File: src/rtl/layer_pingpong_scheduler.sv
// rtl/layer_pingpong_scheduler.sv - ping-pong bank scheduler between a producer and a consumer CNN layer
// Optional watchdog on each RUN state is compiled in with PINGPONG_WDOG_EN.
module layer_pingpong_scheduler #(
  parameter int ADDR_WIDTH  = 9,
  parameter int WDOG_CYCLES = 65535
) (
  input  logic                  i_clk,
  input  logic                  i_rst_n,
  input  logic                  i_enable,

  output logic                  o_prod_enable,
  output logic                  o_prod_reset,
  input  logic                  i_prod_done,
  input  logic [ADDR_WIDTH-1:0] i_prod_addr_a,
  input  logic [ADDR_WIDTH-1:0] i_prod_addr_b,
  input  logic                  i_prod_rden_a,
  input  logic                  i_prod_rden_b,
  input  logic                  i_prod_wren_a,
  input  logic                  i_prod_wren_b,

  output logic                  o_cons_enable,
  output logic                  o_cons_reset,
  input  logic                  i_cons_done,
  input  logic [ADDR_WIDTH-1:0] i_cons_addr_a,
  input  logic [ADDR_WIDTH-1:0] i_cons_addr_b,
  input  logic                  i_cons_rden_a,
  input  logic                  i_cons_rden_b,
  input  logic                  i_cons_wren_a,
  input  logic                  i_cons_wren_b,

  output logic [ADDR_WIDTH-1:0] o_b0_addr_a,
  output logic [ADDR_WIDTH-1:0] o_b0_addr_b,
  output logic                  o_b0_rden_a,
  output logic                  o_b0_rden_b,
  output logic                  o_b0_wren_a,
  output logic                  o_b0_wren_b,

  output logic [ADDR_WIDTH-1:0] o_b1_addr_a,
  output logic [ADDR_WIDTH-1:0] o_b1_addr_b,
  output logic                  o_b1_rden_a,
  output logic                  o_b1_rden_b,
  output logic                  o_b1_wren_a,
  output logic                  o_b1_wren_b,

  output logic                  o_cons_q_sel,
  output logic [7:0]            o_frames_done,
  output logic                  o_wdog_err
);

  localparam int BUS_W = 2 * ADDR_WIDTH + 4;

  typedef enum logic [1:0] {B_FREE, B_FILL, B_FULL, B_DRAIN} bank_t;
  typedef enum logic [1:0] {P_IDLE, P_RST, P_RUN} p_state_t;
  typedef enum logic [1:0] {C_IDLE, C_RST, C_RUN} c_state_t;

  p_state_t r_p_state, w_p_next;
  c_state_t r_c_state, w_c_next;
  bank_t    r_bank0, r_bank1, w_bank0_next, w_bank1_next;
  bank_t    w_bank_wr, w_bank_rd;
  logic     r_wr_bank, r_rd_bank;
  logic [7:0] r_frames;

  logic w_p_start, w_p_done, w_p_to, w_p_wdog_hit;
  logic w_c_start, w_c_done, w_c_to, w_c_wdog_hit;

  logic [BUS_W-1:0] w_prod_bus, w_cons_bus, w_b0_bus, w_b1_bus;

  assign w_bank_wr = r_wr_bank ? r_bank1 : r_bank0;
  assign w_bank_rd = r_rd_bank ? r_bank1 : r_bank0;

  always_ff @(posedge i_clk or negedge i_rst_n) begin
    if (!i_rst_n) begin
      r_p_state <= P_IDLE;
      r_c_state <= C_IDLE;
    end else begin
      r_p_state <= w_p_next;
      r_c_state <= w_c_next;
    end
  end

  always_comb begin
    w_p_next  = r_p_state;
    w_p_start = 1'b0;
    w_p_done  = 1'b0;
    w_p_to    = 1'b0;
    case (r_p_state)
      P_IDLE: begin
        if (i_enable && (w_bank_wr == B_FREE)) begin
          w_p_start = 1'b1;
          w_p_next  = P_RST;
        end
      end
      P_RST: w_p_next = P_RUN;
      P_RUN: begin
        if (i_prod_done) begin
          w_p_done = 1'b1;
          w_p_next = P_IDLE;
        end else if (w_p_wdog_hit) begin
          w_p_to   = 1'b1;
          w_p_next = P_IDLE;
        end
      end
      default: w_p_next = P_IDLE;
    endcase
  end

  always_comb begin
    w_c_next  = r_c_state;
    w_c_start = 1'b0;
    w_c_done  = 1'b0;
    w_c_to    = 1'b0;
    case (r_c_state)
      C_IDLE: begin
        if (i_enable && (w_bank_rd == B_FULL)) begin
          w_c_start = 1'b1;
          w_c_next  = C_RST;
        end
      end
      C_RST: w_c_next = C_RUN;
      C_RUN: begin
        if (i_cons_done) begin
          w_c_done = 1'b1;
          w_c_next = C_IDLE;
        end else if (w_c_wdog_hit) begin
          w_c_to   = 1'b1;
          w_c_next = C_IDLE;
        end
      end
      default: w_c_next = C_IDLE;
    endcase
  end

  // Producer and consumer events always target banks in different states, so they never collide.
  always_comb begin
    w_bank0_next = r_bank0;
    w_bank1_next = r_bank1;
    if (w_p_start) begin
      if (r_wr_bank) w_bank1_next = B_FILL; else w_bank0_next = B_FILL;
    end
    if (w_p_done) begin
      if (r_wr_bank) w_bank1_next = B_FULL; else w_bank0_next = B_FULL;
    end
    if (w_p_to) begin
      if (r_wr_bank) w_bank1_next = B_FREE; else w_bank0_next = B_FREE;
    end
    if (w_c_start) begin
      if (r_rd_bank) w_bank1_next = B_DRAIN; else w_bank0_next = B_DRAIN;
    end
    if (w_c_done || w_c_to) begin
      if (r_rd_bank) w_bank1_next = B_FREE; else w_bank0_next = B_FREE;
    end
  end

  always_ff @(posedge i_clk or negedge i_rst_n) begin
    if (!i_rst_n) begin
      r_bank0   <= B_FREE;
      r_bank1   <= B_FREE;
      r_wr_bank <= 1'b0;
      r_rd_bank <= 1'b0;
      r_frames  <= 8'd0;
    end else begin
      r_bank0   <= w_bank0_next;
      r_bank1   <= w_bank1_next;
      r_wr_bank <= r_wr_bank ^ (w_p_done | w_p_to);
      r_rd_bank <= r_rd_bank ^ (w_c_done | w_c_to);
      if (w_c_done) r_frames <= r_frames + 8'd1;
    end
  end

`ifdef PINGPONG_WDOG_EN
  localparam logic [15:0] WDOG_LAST = 16'(WDOG_CYCLES - 1);

  logic [15:0] r_p_cnt, r_c_cnt;
  logic        r_wdog_err;

  // Counters run only while in RUN, so they are zero on every RUN entry.
  always_ff @(posedge i_clk or negedge i_rst_n) begin
    if (!i_rst_n) begin
      r_p_cnt    <= 16'd0;
      r_c_cnt    <= 16'd0;
      r_wdog_err <= 1'b0;
    end else begin
      r_p_cnt    <= (r_p_state == P_RUN) ? r_p_cnt + 16'd1 : 16'd0;
      r_c_cnt    <= (r_c_state == C_RUN) ? r_c_cnt + 16'd1 : 16'd0;
      r_wdog_err <= r_wdog_err | w_p_to | w_c_to;
    end
  end

  assign w_p_wdog_hit = (r_p_cnt == WDOG_LAST);
  assign w_c_wdog_hit = (r_c_cnt == WDOG_LAST);
  assign o_wdog_err   = r_wdog_err;
`else
  logic w_unused_wdog;

  assign w_unused_wdog = (WDOG_CYCLES != 0);
  assign w_p_wdog_hit  = 1'b0;
  assign w_c_wdog_hit  = 1'b0;
  assign o_wdog_err    = 1'b0;
`endif

  assign w_prod_bus = {i_prod_addr_a, i_prod_addr_b, i_prod_rden_a, i_prod_rden_b,
                       i_prod_wren_a, i_prod_wren_b};
  assign w_cons_bus = {i_cons_addr_a, i_cons_addr_b, i_cons_rden_a, i_cons_rden_b,
                       i_cons_wren_a, i_cons_wren_b};

  always_comb begin
    w_b0_bus = '0;
    w_b1_bus = '0;
    case (r_bank0)
      B_FILL:  w_b0_bus = w_prod_bus;
      B_DRAIN: w_b0_bus = w_cons_bus;
      default: w_b0_bus = '0;
    endcase
    case (r_bank1)
      B_FILL:  w_b1_bus = w_prod_bus;
      B_DRAIN: w_b1_bus = w_cons_bus;
      default: w_b1_bus = '0;
    endcase
  end

  assign {o_b0_addr_a, o_b0_addr_b, o_b0_rden_a, o_b0_rden_b, o_b0_wren_a, o_b0_wren_b} = w_b0_bus;
  assign {o_b1_addr_a, o_b1_addr_b, o_b1_rden_a, o_b1_rden_b, o_b1_wren_a, o_b1_wren_b} = w_b1_bus;

  assign o_prod_reset  = (r_p_state == P_RST);
  assign o_prod_enable = (r_p_state == P_RUN);
  assign o_cons_reset  = (r_c_state == C_RST);
  assign o_cons_enable = (r_c_state == C_RUN);
  assign o_cons_q_sel  = r_rd_bank;
  assign o_frames_done = r_frames;

endmodule

File: config.mk
export PLATFORM = sky130hd
export DESIGN_NAME = layer_pingpong_scheduler
export DESIGN_NICKNAME = d
export VERILOG_FILES = /design/src/rtl/layer_pingpong_scheduler.sv
export SDC_FILE = /design/constraint.sdc
export NUM_CORES = 1
export LEC_CHECK = 0
export ABC_AREA = 1
export BUFFER_PORTS_ARGS = -buffer_cell sky130_fd_sc_hd__buf_2
export CORE_ASPECT_RATIO = 1.1
export CORE_MARGIN = 4
export CORE_UTILIZATION = 43
export CTS_CLUSTER_DIAMETER = 120
export CTS_CLUSTER_SIZE = 25
export DETAILED_ROUTE_END_ITERATION = 8
export PLACE_DENSITY = 0.86
export SLEW_MARGIN = 20
export SYNTH_ARGS = -nofsm -noshare
export SYNTH_HDL_FRONTEND = slang
export SYNTH_SLANG_ARGS = --single-unit
File: constraint.sdc
create_clock -name i_clk -period 1.6 [get_ports i_clk]
set_input_delay 0.24 -clock i_clk [delete_from_list [all_inputs] [get_ports i_clk]]
set_output_delay 0.24 -clock i_clk [all_outputs]
set_load 0.01 [all_outputs]
==> After elaboration in Yosys (flattened, before gate mapping) <==
Index checks and enable logic that the tools add are counted.
{ "op_classes": {"n_eq_ne": 13, "muxes": 34, "n_reduce_logical": 7, "n_bitwise": 2, "add_sub_neg": 1} }
{ "op_table": {"columns": ["operator", "count"], "rows": [
  ["22-bit case mux with 2 select lines", 2],
  ["2-bit 2-to-1 mux", 22],
  ["2-bit case mux with 3 select lines", 2],
  ["2-bit equality test, second input constant", 5],
  ["8-bit by 1-bit adder with 8-bit output, second input constant", 1],
  ["2-bit by 1-bit equality test with 1-bit output, second input constant", 4],
  ["1-bit 2-to-1 mux", 8],
  ["2-bit logical NOT", 3],
  ["2-bit by 1-bit != test with 1-bit output, second input constant", 2],
  ["2-bit != test, second input constant", 2],
  ["2-bit AND reduction", 2],
  ["1-bit logical AND", 2],
  ["1-bit bitwise XOR", 2]
]} }
{ "totals": {"input_bits": 49, "out_inout_bits": 58, "ff_bits": 18, "elab_cells": 64} }

==> Depth between registers and ports, before layout <==
Gate-level depths: netlist of the first run.
{ "depth": {"ltp_word": 12, "mapped_depth": 7} }

==> Least setup slack after synthesis of the first run <==
OpenSTA, ideal clock, no wires.
{ "synth_path": {"path_kind": "register to output", "startpoint": "register r_bank0[0]", "endpoint": "output port o_b0_addr_a[1]", "n_path_buf": 1, "stages_incl_launch_ff": 4, "arrival_time_ns": 0.926, "setup_slack_ns": 0.434, "cell_sequence": "dfrtp_1 nand2_1 clkbuf_1 o22ai_1"} }
{ "synth_between": {"elab_chain_len": 2, "word_cells_on_any_way": 3, "cone_classes": "eq/ne: 2; mux: 1"} }
{ "synth_rtl": {"columns": ["item", "line", "source"], "rows": [
  ["start, declared", "58", "bank_t r_bank0, r_bank1, w_bank0_next, w_bank1_next;"],
  ["start signal, assigned", "162", "r_bank0 <= w_bank0_next;"],
  ["2-bit equality test / 2-bit by 1-bit equality test with 1-bit output (equally long branches)", "209", "case (r_bank0)"],
  ["22-bit case mux with 2 select lines *", "209", null],
  ["end, declared", "31", "output logic [ADDR_WIDTH-1:0] o_b0_addr_a,"]
]} }
Every way passes the cells marked *; elsewhere a longest branch is shown, timed or not.

==> Worst setup path in the final report of the first run <==
{ "layout_path": {"startpoint": "register r_bank0[1]", "endpoint": "output port o_b0_addr_a[0]"} }
The elaborated chain is that of the path after synthesis.

==> impl_metrics.py, run 1 <==
metrics = {
    "outcome": {
        "outcome": "complete, but fails checks",
        "violations": "setup timing",
    },
    "die": {
        "row_count": 21,
        "die_w_um": 62.2,
        "die_h_um": 67.6,
        "design.die.area_um2": 4200,
        "core_region_area_um2": 3070,
        "floorplan.io_pins": 107,
        "initial_core_util_pct": 45.1,
    },
    "placement": {
        "numPortBuffers": 105,
        "dp_hpwl_um": 3510,
        "finalWeightedCongestion": 0.858,
        "detailedPlace.worstSlack_ns": 0.189,
    },
    "setup_path": {
        "arrival_time_reported_for_the_critical_path_endpoint_ns": 1.36,
        "timing.critical_path.slowest_cell_delay_ns": 0.43,
        "critPathSlowestCell": "dfrtp_1",
        "crit_path_kind": "reg -> out",
        "worst-r2r-setup-slack_ns": 0.42,
        "ff2ff_path_depth": 6,
        "critPathRequiredTime_ns": 1.36,
        "timing.critical_path.cells": "inv_2 -> nand2_4 -> buf_6 -> o22ai_1 -> buf_2",
        "critical_path.reg2reg.startpoint": "r_c_state[0]$_DFFE_PN0P_",
        "worstReg2RegEnd": "o_frames_done[6]$_DFFE_PN0P_",
        "critical_path_peak_fanout": 5,
        "timing.critical_path.to_type": "primary output",
        "cp-start-kind": "flop",
    },
    "cells_and_area": {
        "layout.nets": 365,
        "finalCoreUtilization_pct": 76.3,
        "most-common-layout-cells": "buf_2, inv_1, o22ai_2",
        "final_common_cell": "buf_2",
        "n_antenna_cell": 0,
        "drive_above_1_share_pct": 53.8,
        "area_delta_synth_final_pct": 69.1,
    },
    "sta": {
        "final_min_period_over_clock_period_pct": 100,
        "final.setup.worst_slack_ns": -0.00338,
        "final_period_minus_worst_setup_slack_ns": 1.60,
        "finalSetupViolCount": 3,
        "max_clock_freq_mhz": 624,
        "rsz0062_at_grt": "true",
        "totalNegativeSetupSlack_ns": -0.00666,
        "fin_worst_skew_ns": 0.00105,
        "report.final.slew_viol_count": 0,
        "final_hold_viol_count": 0,
    },
    "synthesis": {
        "netlist.area_leader.share_pct": 32.5,
        "syn_area_per_cell_um2": 6.94,
        "synth.lib_cells_used.distinct": 25,
        "synth_seq_area_share_pct": 32.5,
        "synth_enable_flop_cells": 0,
        "synthArstFlopShare_pct": 100,
        "instance_count_of_the_mapped_netlist": 200,
        "postSynthNetCount": 250,
        "postSynth.topFlopCell": "dfrtp_1",
        "postSynthRegisterBits": 18,
        "synth.area.top_cells": "dfrtp_1, o22ai_1, inv_1",
        "mappedNetlistArea_um2": 1390,
        "ys.warnings.count": 0,
        "synth.largest_area_cell": "dfrtp_1",
    },
    "power_and_ir_drop": {
        "static-leakage-power_nw": 1.41,
        "power_density_nw_per_um2": 1850,
        "vdd.ir_drop.worst_uv": 1360,
    },
    "clock_network": {
        "tritoncts_num_sinks": 18,
        "cts_bufs_inserted": 3,
        "worstSkewPairLatency_ns": 0.29,
        "h-tree-depth": 1,
        "tritoncts": "yes",
        "root_buf_cell": "clkbuf_4",
        "cts-root-to-sink-buffers": 2,
        "clock_slew_at_the_register_clock_pins_of_the_worst_setup_and_hold_paths_ns": 0.10,
    },
    "hold_path": {
        "timing.hold.worst.class": "in -> reg",
        "hold-path-endpoint": "r_c_state[0]$_DFFE_PN0P_",
        "holdCritStartpoint": "i_enable",
        "worstHoldPathCells": 3,
    },
    "global_routing": {
        "gr-usage-all-layers_pct": 19.4,
        "grt_pass1_vias": 1456,
        "global_route_wire_length_before_repair_um": 6710,
        "gr-total-overflow": 0,
        "grt_antenna_before_repair": 0,
        "grt_start_max_net_pins": 23,
    },
    "detailed_routing": {
        "detail_route.drc_violations": 0,
        "ant_nets": 0,
        "viasPerCell": 5.54,
        "num_vias": 1928,
        "totalWireLength_um": 5670,
        "drt-wirelength-per-cell_um": 16.3,
        "dr.pass1.iters": 4,
        "detail_route.iter0.violations": 209,
    },
    "flow_run": {
        "max_cap_violations": 0,
    },
}
power by group:
group          total, W  internal (W)  switching (W)
combinational   0.00319       0.00141        0.00178
sequential     0.000870      0.000636       0.000234
clock          0.000279      0.000139       0.000140
total           0.00434       0.00218        0.00215
Yosys cell counts (2+ instances only):
| library cell | count |
|---|---|
| o21ai_1 | 2 |
| dfrtp_1 | 18 |
| o21ai_0 | 2 |
| clkbuf_1 | 4 |
| xnor2_1 | 3 |
| nor2_1 | 14 |
| nand2_1 | 20 |
| nand3_1 | 6 |
| nand4_1 | 2 |
| nor2_4 | 2 |
| xor2_1 | 4 |
| buf_2 | 4 |
| a21oi_1 | 4 |
| nand3_4 | 2 |
| o22ai_1 | 44 |
| inv_1 | 60 |
area by class of cell:
class,instances,area [um2]
well taps,34,42.5
multi-input cells,112,882
flip-flops and latches,18,453
clock buffers,4,36.3
repair buffers,119,703
inverters,61,229
fillers,214,728
metrics by stage:
| step | total power, W | cells | area [um2] | hold WS, ns |
|---|---|---|---|---|
| 6_report | 0.00434 | 348 | 2350 | 0.215 |
| 5_1_grt | 0.00460 | 348 | 2350 | 0.213 |
| 4_1_cts | 0.00360 | 342 | 2030 | 0.206 |
| 3_5_place_dp | 0.00322 | 335 | 1950 | 0.188 |
| 3_3_place_gp | 0.00319 | 335 | 1950 | 0.181 |
| 2_1_floorplan | 0.00227 | 200 | 1390 | -0.0556 |
cells by family after synthesis:
kind of cell	Yosys count	synth area share [%]
AOI/OAI and AO/OA	53	23.3
xor gates and xnor gates	7	4.42
adders and majority gates	1	0.902
buffers and inverters	70	19.6
DFF	18	32.5
muxes	1	0.811
other	1	0.270
and+or+nand+nor	49	18.3
worst max-delay path by stage:
stage | startpoint | endpoint | depth (start not counted)
6_report | r_bank0[1]$_DFF_PN0_ | o_b0_addr_a[0] | 5
5_1_grt | r_bank0[1]$_DFF_PN0_ | o_b0_addr_b[8] | 5
4_1_cts | r_bank0[1]$_DFF_PN0_ | o_b0_addr_a[8] | 5
3_5_place_dp | r_bank1[1]$_DFF_PN0_ | o_b1_addr_a[4] | 5
3_3_place_gp | r_bank1[1]$_DFF_PN0_ | o_b1_addr_a[4] | 5
2_1_floorplan | r_bank0[0]$_DFF_PN0_ | o_b0_addr_a[1] | 3
registers in the layout, indices dropped and copies added (netlist names):
signal / count
o_cons_q_sel: 1
o_frames_done: 8
r_bank0: 2
r_bank1: 2
r_c_state: 2
r_p_state: 2
r_wr_bank: 1
layer usage:
metal / global-route usage, % / wire length [um]
met4: 4.88 / 223
met1: 23.1 / 2010
met5: 0 / 0
met2: 35.1 / 2930
met3: 4.83 / 508
worst max-delay path, delay by kind of cell (launching register included):
family                 cells  cell delay, ns
AO/OA/AOI/OAI              1            0.13
buffers and inverters      3            0.41
flip-flops                 1            0.43
AND/OR/NAND/NOR            1            0.10
repair_timing:
action | 4_1_cts | 5_1_grt
setup endpoints to repair | 21 | 37
cloned | 0 | 3
resized for setup | 7 | 42
buffers inserted | 2 | 3
hold buffers | 1 | 0
endpoints found under the hold margin | 18 | 0
pin swaps | 1 | 2
No activity file was read; power rests on OpenSTA's default activity.
==> run 2: changes to the inputs <==
Settings changed: SETUP_SLACK_MARGIN from default to 0.02.
==> run 2 against run 1 <==
  * Die area unchanged
  * Worst hold slack got worse by 0.0062 ns
  * The flow still finishes with violations (setup timing)
  * Clock power about the same
  * Highest routed layer unchanged
==> impl_metrics.py, run 2 (synthesis gave the netlist of run 1 again) <==
metrics = {
    "setup_path": {
        "cp-start-kind": "flop",
        "ff2ff_path_depth": 6,
        "timing.critical_path.to_type": "primary output",
        "arrival_time_reported_for_the_critical_path_endpoint_ns": 1.37,
        "critical_path_peak_fanout": 8,
        "critPathRequiredTime_ns": 1.36,
        "worstReg2RegEnd": "o_frames_done[6]$_DFFE_PN0P_",
        "crit_path_kind": "reg -> out",
        "critical_path.reg2reg.startpoint": "r_c_state[0]$_DFFE_PN0P_",
        "worst-r2r-setup-slack_ns": 0.42,
        "cp-startpoint": "r_bank1[1]$_DFF_PN0_",
    },
    "outcome": {
        "outcome": "complete, but fails checks",
        "violations": "setup timing",
    },
    "clock_network": {
        "clock_slew_at_the_register_clock_pins_of_the_worst_setup_and_hold_paths_ns": 0.10,
        "tritoncts_num_sinks": 18,
        "worstSkewPairLatency_ns": 0.29,
        "root_buf_cell": "clkbuf_4",
        "cts-root-to-sink-buffers": 2,
        "tritoncts": "yes",
        "h-tree-depth": 1,
        "cts_bufs_inserted": 3,
    },
    "global_routing": {
        "gr-total-overflow": 0,
        "global_route_wire_length_before_repair_um": 6760,
        "grt_antenna_before_repair": 0,
        "grt_start_max_net_pins": 23,
        "gr-usage-all-layers_pct": 19.6,
        "grt_pass1_vias": 1463,
    },
    "die": {
        "initial_core_util_pct": 45.1,
        "die_w_um": 62.2,
        "floorplan.io_pins": 107,
        "core_region_area_um2": 3070,
        "row_count": 21,
        "die_h_um": 67.6,
        "design.die.area_um2": 4200,
    },
    "detailed_routing": {
        "drt-wirelength-per-cell_um": 16.1,
        "num_vias": 1924,
        "detail_route.drc_violations": 0,
        "ant_nets": 0,
        "dr.pass1.iters": 4,
        "detail_route.iter0.violations": 213,
        "totalWireLength_um": 5620,
        "viasPerCell": 5.51,
    },
    "cells_and_area": {
        "finalInstanceArea_um2": 2390,
        "layout.nets": 366,
        "drive_above_1_share_pct": 55.2,
        "n_antenna_cell": 0,
        "largest_register_ffs": 8,
        "area_delta_synth_final_pct": 72.6,
        "most-common-layout-cells": "buf_2, inv_1, o22ai_2",
        "final_common_cell": "buf_2",
    },
    "sta": {
        "max_clock_freq_mhz": 621,
        "rsz0062_at_grt": "true",
        "totalNegativeSetupSlack_ns": -0.00947,
        "final_min_period_over_clock_period_pct": 101,
        "final_period_minus_worst_setup_slack_ns": 1.61,
        "fin_worst_skew_ns": 0.00293,
        "final.setup.worst_slack_ns": -0.00930,
        "report.final.slew_viol_count": 0,
        "final_hold_viol_count": 0,
        "finalSetupViolCount": 2,
    },
    "flow_run": {
        "max_cap_violations": 0,
    },
    "power_and_ir_drop": {
        "static-leakage-power_nw": 1.42,
        "vdd.ir_drop.worst_uv": 1490,
        "power_density_nw_per_um2": 1850,
    },
    "placement": {
        "dp_hpwl_um": 3510,
        "numPortBuffers": 105,
        "finalWeightedCongestion": 0.858,
        "place_area_um2": 1950,
    },
    "hold_path": {
        "timing.hold.worst.class": "in -> reg",
        "hold-path-endpoint": "r_c_state[0]$_DFFE_PN0P_",
        "worstHoldPathCells": 3,
        "holdCritStartpoint": "i_enable",
    },
}
run 2: cell count changes in the layout (fill, tap and decap cells not counted), sizes merged:
cell and change:
buf +1
run 2: metal layers:
metal,GRT usage [%],part of all wire [%]
met1,23.1,36
met4,4.88,3.4
met5,0,0
met2,35.8,51
met3,4.83,9.5
run 2: how the worst max path moves through the flow:
stage | depth (start not counted) | slack [ns] | end
4_1_cts | 5 | 0.02 | o_b1_addr_a[4]
3_5_place_dp | 5 | 0.19 | o_b1_addr_a[4]
5_1_grt | 5 | -0.05 | o_b1_addr_a[2]
2_1_floorplan | 3 | 0.43 | o_b0_addr_a[1]
6_report | 5 | -0.009 | o_b1_addr_b[4]
3_3_place_gp | 5 | 0.24 | o_b1_addr_a[4]
run 2: through the flow:
step | utilization [%] | std cells | setup WS, ns | hold WS, ns | total power [W]
5_1_grt | 77.9 | 349 | -0.0545 | 0.210 | 0.00471
4_1_cts | 67.2 | 343 | 0.0156 | 0.206 | 0.00367
6_report | 77.9 | 349 | -0.00930 | 0.209 | 0.00443
2_1_floorplan | - | 200 | 0.434 | -0.0556 | 0.00227
3_5_place_dp | 63.5 | 335 | 0.189 | 0.188 | 0.00322
3_3_place_gp | 63.5 | 335 | 0.240 | 0.181 | 0.00319
run 2: final cells by class:
cell class | count | area (um2)
clock buffer | 4 | 36.3
fill | 201 | 679
inverter | 61 | 229
multi-input combinational | 112 | 918
sequential | 18 | 453
tap | 34 | 42.5
timing repair buffer | 120 | 716
run 2: report_power, final:
part / switching (W) / internal [W]
logic: 0.00180 / 0.00147
clock network: 0.000142 / 0.000139
registers: 0.000238 / 0.000636
total: 0.00218 / 0.00225
run 2: what timing repair did:
action                     in CTS  in global routing
buffers inserted                3                  3
hold endpoints to repair       18                  0
resized for setup              12                 44
hold buffers                    1                  0
pin swaps                       1                  1
cloned                          0                  3
setup endpoints to repair      25                 38
run 2: critical path: stages, from the launching register on:
cell and delay [ns]:
dfrtp_1 0.44, inv_2 0.10, nand2_4 0.09, buf_6 0.16, o22ai_1 0.12, buf_2 0.17
